### src/rtl/multicycle_control.sv
// Multi-cycle RV32I control FSM: sequences each instruction through shared-memory
// fetch, decode, execute, memory and writeback states, with memory timeout and retire count.
module multicycle_control #(
  parameter int unsigned MEM_TIMEOUT = 15,
  parameter int unsigned RETIRE_W    = 32,
  parameter int unsigned TRAP_STICKY = 1
) (
  input  logic                clk,
  input  logic                rst,
  input  logic [6:0]          opcode,
  input  logic [2:0]          funct3,
  input  logic                mem_ready,
  input  logic                branch_taken,
  output logic                mem_req,
  output logic                mem_we,
  output logic                adr_src,
  output logic                ir_write,
  output logic                pc_write,
  output logic                reg_write,
  output logic [1:0]          alu_src_a,
  output logic [1:0]          alu_src_b,
  output logic [1:0]          alu_op,
  output logic [1:0]          result_src,
  output logic [2:0]          imm_src,
  output logic [3:0]          state_o,
  output logic                illegal,
  output logic [RETIRE_W-1:0] retired
);

  typedef enum logic [3:0] {
    S_FETCH  = 4'd0,  S_DECODE = 4'd1,  S_MEMADR = 4'd2,  S_MEMRD  = 4'd3,
    S_MEMWB  = 4'd4,  S_MEMWR  = 4'd5,  S_EXEC_R = 4'd6,  S_EXEC_I = 4'd7,
    S_ALUWB  = 4'd8,  S_BRANCH = 4'd9,  S_JAL    = 4'd10, S_JALR   = 4'd11,
    S_LUI    = 4'd12, S_AUIPC  = 4'd13, S_TRAP   = 4'd15
  } state_t;

  localparam logic [2:0] IMM_I = 3'b000;
  localparam logic [2:0] IMM_S = 3'b001;
  localparam logic [2:0] IMM_B = 3'b010;
  localparam logic [2:0] IMM_J = 3'b011;
  localparam logic [2:0] IMM_U = 3'b100;

  localparam int unsigned     WAIT_W     = (MEM_TIMEOUT < 2) ? 1 : $clog2(MEM_TIMEOUT + 1);
  localparam logic [WAIT_W-1:0] WAIT_LIMIT = WAIT_W'(MEM_TIMEOUT);
  localparam bit              TIMEOUT_EN = (MEM_TIMEOUT != 0);

  state_t              r_state, w_state_n;
  logic [WAIT_W-1:0]   r_wait;
  logic [RETIRE_W-1:0] r_retired;
  logic                w_waiting, w_retire, w_timeout;

  assign w_timeout = TIMEOUT_EN && (r_wait == WAIT_LIMIT);
  assign state_o   = r_state;
  assign retired   = r_retired;

  always_ff @(posedge clk or posedge rst) begin
    if (rst) begin
      r_state   <= S_FETCH;
      r_wait    <= '0;
      r_retired <= '0;
    end else begin
      r_state <= w_state_n;
      if (w_state_n != r_state) r_wait <= '0;
      else if (w_waiting)       r_wait <= r_wait + WAIT_W'(1);
      if (w_retire) r_retired <= r_retired + RETIRE_W'(1);
    end
  end

  always_comb begin
    w_state_n  = r_state;
    w_waiting  = 1'b0;
    w_retire   = 1'b0;
    mem_req    = 1'b0;
    mem_we     = 1'b0;
    adr_src    = 1'b0;
    ir_write   = 1'b0;
    pc_write   = 1'b0;
    reg_write  = 1'b0;
    alu_src_a  = 2'b00;
    alu_src_b  = 2'b00;
    alu_op     = 2'b00;
    result_src = 2'b00;
    imm_src    = 3'b000;
    illegal    = 1'b0;
    case (r_state)
      S_FETCH: begin
        mem_req   = 1'b1;
        alu_src_b = 2'b10;
        w_waiting = !mem_ready;
        if (mem_ready) begin
          ir_write  = 1'b1;
          pc_write  = 1'b1;
          w_state_n = S_DECODE;
        end else if (w_timeout) w_state_n = S_TRAP;
      end
      S_DECODE: begin
        alu_src_a = 2'b01;
        alu_src_b = 2'b01;
        imm_src   = IMM_B;
        case (opcode)
          7'b0000011, 7'b0100011: w_state_n = S_MEMADR;
          7'b0110011:             w_state_n = S_EXEC_R;
          7'b0010011:             w_state_n = S_EXEC_I;
          7'b1100011:             w_state_n = S_BRANCH;
          7'b1101111:             w_state_n = S_JAL;
          7'b1100111:             w_state_n = (funct3 == 3'b000) ? S_JALR : S_TRAP;
          7'b0110111:             w_state_n = S_LUI;
          7'b0010111:             w_state_n = S_AUIPC;
          default:                w_state_n = S_TRAP;
        endcase
      end
      S_MEMADR: begin
        // Only loads and stores reach here; opcode bit 5 separates them.
        alu_src_a = 2'b10;
        alu_src_b = 2'b01;
        imm_src   = opcode[5] ? IMM_S : IMM_I;
        w_state_n = opcode[5] ? S_MEMWR : S_MEMRD;
      end
      S_MEMRD: begin
        mem_req   = 1'b1;
        adr_src   = 1'b1;
        w_waiting = !mem_ready;
        if (mem_ready)      w_state_n = S_MEMWB;
        else if (w_timeout) w_state_n = S_TRAP;
      end
      S_MEMWR: begin
        mem_req   = 1'b1;
        mem_we    = 1'b1;
        adr_src   = 1'b1;
        w_waiting = !mem_ready;
        if (mem_ready) begin
          w_retire  = 1'b1;
          w_state_n = S_FETCH;
        end else if (w_timeout) w_state_n = S_TRAP;
      end
      S_MEMWB: begin
        reg_write  = 1'b1;
        result_src = 2'b01;
        w_retire   = 1'b1;
        w_state_n  = S_FETCH;
      end
      S_EXEC_R: begin
        alu_src_a = 2'b10;
        alu_op    = 2'b10;
        w_state_n = S_ALUWB;
      end
      S_EXEC_I: begin
        alu_src_a = 2'b10;
        alu_src_b = 2'b01;
        alu_op    = 2'b10;
        imm_src   = IMM_I;
        w_state_n = S_ALUWB;
      end
      S_LUI: begin
        alu_src_b = 2'b01;
        alu_op    = 2'b11;
        imm_src   = IMM_U;
        w_state_n = S_ALUWB;
      end
      S_AUIPC: begin
        alu_src_a = 2'b01;
        alu_src_b = 2'b01;
        imm_src   = IMM_U;
        w_state_n = S_ALUWB;
      end
      S_ALUWB: begin
        reg_write = 1'b1;
        w_retire  = 1'b1;
        w_state_n = S_FETCH;
      end
      S_BRANCH: begin
        alu_src_a = 2'b10;
        alu_op    = 2'b01;
        pc_write  = branch_taken;
        w_retire  = 1'b1;
        w_state_n = S_FETCH;
      end
      S_JAL, S_JALR: begin
        // rd takes oldPC+4 straight from the ALU; the PC loads the target held in ALUOut.
        alu_src_a  = 2'b01;
        alu_src_b  = 2'b10;
        imm_src    = (r_state == S_JAL) ? IMM_J : IMM_I;
        reg_write  = 1'b1;
        pc_write   = 1'b1;
        result_src = 2'b10;
        w_retire   = 1'b1;
        w_state_n  = S_FETCH;
      end
      S_TRAP: begin
        illegal   = 1'b1;
        w_state_n = (TRAP_STICKY != 0) ? S_TRAP : S_FETCH;
      end
      default: w_state_n = S_FETCH;
    endcase
  end

endmodule

### config.mk
export PLATFORM = sky130hd
export DESIGN_NAME = multicycle_control
export DESIGN_NICKNAME = d
export VERILOG_FILES = /design/src/rtl/multicycle_control.sv
export SDC_FILE = /design/constraint.sdc
export NUM_CORES = 1
export LEC_CHECK = 0
export ABC_AREA = 1
export ABC_CLOCK_PERIOD_IN_PS = 2150
export BUFFER_PORTS_ARGS = -buffer_cell sky130_fd_sc_hd__buf_2
export CAP_MARGIN = 0
export CORE_UTILIZATION = 45
export DETAILED_ROUTE_END_ITERATION = 7
export PLACE_DENSITY_LB_ADDON = 0.1
export SYNTH_ARGS = -nofsm -noshare
export SYNTH_HDL_FRONTEND = slang
export SYNTH_SLANG_ARGS = --single-unit
export TNS_END_PERCENT = 10
### constraint.sdc
create_clock -name clk -period 2.15 [get_ports clk]
set_input_delay 0.215 -clock clk [delete_from_list [all_inputs] [get_ports clk]]
set_output_delay 0.215 -clock clk [all_outputs]
set_load 0.03 [all_outputs]
### Word level (Yosys, flattened, before mapping)

Cells that the tools add are included.

| storage, ports and cells | value |
|---|---|
| logic and storage cells | 74 |
| input bits | 14 |
| bits in registers | 40 |
| output and inout port bits | 54 |

| operators by class | value |
|---|---|
| $add $sub $neg | 2 |
| reductions and logical operators | 17 |
| equality and inequality tests | 25 |
| mux-type cells | 27 |

Operators by type and width:

| operator | number |
|---|---|
| $add 32x1->32 const B | 1 |
| $eq 4x4->1 const B | 8 |
| $pmux 4 s8 | 1 |
| $pmux 4 s7 | 1 |
| $mux 4 | 6 |
| $eq 7x6->1 const B | 3 |
| $eq 7x7->1 const B | 3 |
| $eq 4x3->1 const B | 4 |
| $reduce_or 4->1 | 4 |
| $eq 7x5->1 const B | 2 |
| $pmux 2 s2 | 3 |
| $pmux 3 s4 | 1 |
| $reduce_or 2->1 | 5 |
| $reduce_or 5->1 | 2 |
| $mux 1 | 9 |
| $eq 4x2->1 const B | 2 |
| $eq 7x2->1 const B | 1 |
| $mux 3 | 2 |
| $pmux 2 s3 | 1 |
| $reduce_or 3->1 | 2 |
| $add 4x1->4 const B | 1 |
| $eq 4x1->1 const B | 1 |
| $logic_not 4->1 | 1 |
| $ne 4x4->1 | 1 |
| 6 further kinds | 6 |

### Logic depth before layout (Yosys ltp)

| logic depth | value |
|---|---|
| word-level depth | 6 |
| gate-level depth with buffers | 13 |
| depth with buffers taken out | 13 |

### Worst setup path after synthesis

No wires, ideal clock.

| timing | value |
|---|---|
| path type | register to register |
| start | reg r_retired[0], in the netlist retired[0] |
| end | reg r_retired[24], in the netlist retired[24] |
| stages on the path, launching flop included | 11 |
| data arrival time | 1752 ps |
| required time | 2032 ps |
| library setup time | 118 ps |
| setup slack | 279 ps |
| path buffers | 0 |
| cells stage by stage | dfrtp_1 > ha_1 > nand3_1 > nor2_1 > nand3_1 > inv_1 > nand4_4 > nor3_4 > nand2_1 > nand2_1 > nand2_1 |

| on the way | value |
|---|---|
| longest elaborated chain between the ends | 1 |

Ends and longest elaborated chain:

| item | RTL line | RTL |
|---|---|---|
| from (decl) | 49 | `logic [RETIRE_W-1:0] r_retired;` |
| from (signal assigned) | 65 | `if (w_retire) r_retired <= r_retired + RETIRE_W'(1);` |
| $add 32x1->32 | 65 |  |

No other way between the ends.
A chain may end at the register's enable or synchronous reset.

### Worst setup path in the final report

| timing | value |
|---|---|
| start | reg r_state[1], in the netlist state_o[1] |
| end | out alu_src_a[0] |

| on the way | value |
|---|---|
| longest elaborated chain between the ends | 3 |

Ends and longest elaborated chain:

| item | RTL line | RTL |
|---|---|---|
| from (decl) | 47 | `state_t r_state, w_state_n;` |
| from (signal assigned) | 62 | `r_state <= w_state_n;` |
| $eq 4x4->1 (tied with other cells) | 85 | `case (r_state)` |
| $reduce_or 4->1 (no line) | - |  |
| $pmux 2 s2 (*) | 85 |  |
| to (decl) | 20 | `output logic [1:0] alu_src_a,` |

Every way passes the cells marked *; elsewhere a longest branch is shown, timed or not.

==> reports/qor.yml <==
core_um2: 5642
vias: 2581
ys_seq_elements: 40
cpMaxStageDelayCell: "dfrtp_1"
die_h_um: 79.61
power_density_nw_per_um2: 1157
grt_max_degree: 41
clk_pin_slew_worst_paths_ps: 90
grt.overflow.total: 0
drv_cap: 0
antenna_found_initial: 0
synthFlopType: "dfrtp_1"
worst_setup_path_end_kind: "output pin"
grt_pass1_wl_um: 10980
syn_nets: 385
worst_pin_slew_ps: 510.9
layout-drive-gt1-share_pct: 25.06
initial_core_util_pct: 48.04
route.met3.wl_um: 383
finalSetupViolCount: 0
worst_ep_required_time_ps: 1930
nNetsFinal: 458
ios: 68
worstPathCellList: "inv_2 -> nand2_1 -> nor2_2 -> inv_1 -> o211ai_1 -> buf_2"
wl_um: 6511
synthTopCellsByArea: "dfrtp_1 (37%), nand2_1 (15%), xor2_1 (8.1%), inv_1 (7.5%), nand3_1 (5.0%)"
critPathTopFamily: "buffers and inverters"
yosys_warnings: 0
via_per_inst: 5.012
reg2reg_depth: 10
fin_tns_setup_ps: 0
status: "complete, no violations"
skew_ps: 5.287
routedWlPerCell_um: 12.64
reg2reg_to: "retired[24]"
synth_top_area_share_pct: 36.93
io_buffers: 67
ff2ff_setup_slack_ps: 250
ant_nets: 0
period_minus_slack_ps: 1932
seq_area_frac_synth_pct: 36.93
rsz0062_at_grt: "no"
hold_violations: 0
cp_slowest_stage_delay_ps: 480
die_x_um: 79.61
synth_cell_type_count: 30
dr_wl_met2_um: 2760
grt_pass1_vias: 2424
clk_path_buf_depth: 2
grt.total_usage_pct: 22.33
gp_congestion: 0.8968
rows: 27
wl_met1_um: 3314
drc_errors: 0
syn_to_final_growth_pct: 18.84
crit_arrival_ps: 1720
synthesis.area_um2: 2710
power.leakage_nw: 1.811
yosysTopAreaCell: "dfrtp_1"
crit_fanout: 8
timing.slew.headroom_pct: 65.94
cts_tree: "built"
fin_crit_sh_pct: 89.87
cp-startpoint: "state_o[1]"
timing.rr.start: "state_o[1]"
ir_worst_vdd_mv: 0.5881
crit_type: "reg2out"
syn-mean-instance-area_um2: 7.344
h-tree-depth: 2
first_iter_violations: 153
top_layer_used: "met4"
numCtsBuffers: 5
post-dp-hpwl_um: 5185
clock_latency_ps: 300
dieArea_um2: 6337
finalMaxSlewViolations: 0
synthCells: 369
post_cts_buffers: 0
synthArstFlopShare_pct: 100.0
critPathLaunchType: "register"
worst_hold_path_type: "in2async"
max_freq_mhz: 517.5
synth_edf_count: 0
p_total_w: 0.003726
cts.sinks: 40
dr.pass1.iters: 4
antennaDiodeCount: 0
critPathBufInv: 3
root_buffer: "clkbuf_8"
-- placed cells by master (no fill, tap or decap), types with 4 or more instances in the layout --
cell type / netlist / final
inv_1: 54 / 54
clkbuf_8: 0 / 6
dfrtp_1: 40 / 40
nor2_2: 3 / 4
nand3_1: 27 / 27
nand4_1: 14 / 14
o21ai_2: 7 / 7
xnor2_1: 7 / 7
nand2_2: 4 / 4
inv_2: 6 / 6
nor2_1: 30 / 29
nand2_1: 106 / 106
nand3_2: 4 / 4
xor2_1: 25 / 25
nor3_1: 17 / 17
buf_2: 0 / 67
-- report_power, final --
part	internal, W	leakage [nW]	switching (W)
sequential	0.000896	0.506	0.000194
combinational	0.000576	1.26	0.00151
clock	0.000260	0.0434	0.000287
-- worst max-delay path by stage --
stage                         to  slack [ps]  cells past startpoint
finish              alu_src_a[0]         220                      6
global route        alu_src_a[0]          30                      6
CTS                 alu_src_a[0]         120                      6
detailed placement   retired[24]         260                     10
global placement     retired[24]         350                     10
floorplan            retired[24]         280                     10
-- synthesized netlist by cell type, types with 2 or more instances --
| cell | number |
|---|---|
| nor4_1 | 3 |
| nor3_1 | 17 |
| nand3_2 | 4 |
| nand3_1 | 27 |
| ha_1 | 2 |
| nor2_2 | 3 |
| nor2_1 | 30 |
| buf_6 | 2 |
| o21ai_2 | 7 |
| nand4_1 | 14 |
| o21ai_0 | 3 |
| o211ai_1 | 2 |
| dfrtp_1 | 40 |
| inv_2 | 6 |
| nor3_4 | 2 |
| nand2_2 | 4 |
| nor3_2 | 2 |
| nand2_1 | 106 |
| inv_1 | 54 |
| xnor2_1 | 7 |
| xor2_1 | 25 |
-- through the flow --
step	cells	hold slack (ps)	setup slack, ps	cell area [µm²]	utilization, %
global route	515	73.27	29.87	3221	57.09
detailed placement	507	371.1	264.5	3120	55.31
global placement	507	367.7	345.3	3120	55.31
CTS	515	43.12	121.0	3218	57.04
floorplan	369	421.2	279.3	2710	-
finish	515	20.85	217.7	3221	57.09
-- per-layer routing --
| metal | global-route usage [%] | vias to the layer above |
|---|---|---|
| li1 | - | 1324 |
| met1 | 32.28 | 1182 |
| met2 | 34.10 | 70 |
| met3 | 4.229 | 5 |
| met4 | 5.455 | 0 |
| met5 | 0 | - |
-- worst register-to-register path: stages, from the launching register on --
cell and delay [ps]:
dfrtp_1 480, nor2_1 230, nand2_1 130, nand2_2 90
a21oi_4 60, inv_4 250, nand4_4 180, nor3_4 190
nand2_1 80, nand2_1 60, nand2_1 40
-- registers in the layout, indices dropped and copies added, names as in the netlist --
signal / cells
r_wait: 4
state_o: 4
retired: 32
-- cell families after synthesis --
group                      share of synthesized area [%]
and+or+nand+nor                                    37.58
buffers and inverters                              9.510
DFF                                                36.93
xor gates and xnor gates                           10.34
AOI/OAI and AO/OA                                  4.709
adders and majority gates                         0.9232
-- timing repair --
action                     CTS  global route
hold buffers                 0             0
resized for setup            0             1
setup endpoints to repair    0             3
-- final cells by class --
cell class / instances / area [µm²]
Tap cell: 72 / 90.09
Clock inverter: 2 / 15.01
Multi-Input combinational cell: 265 / 1454
Fill cell: 557 / 2421
Clock buffer: 6 / 82.58
Inverter: 62 / 235.2
Sequential cell: 40 / 1001
Timing Repair Buffer: 68 / 342.8
Power figures use the tool's default switching activity.
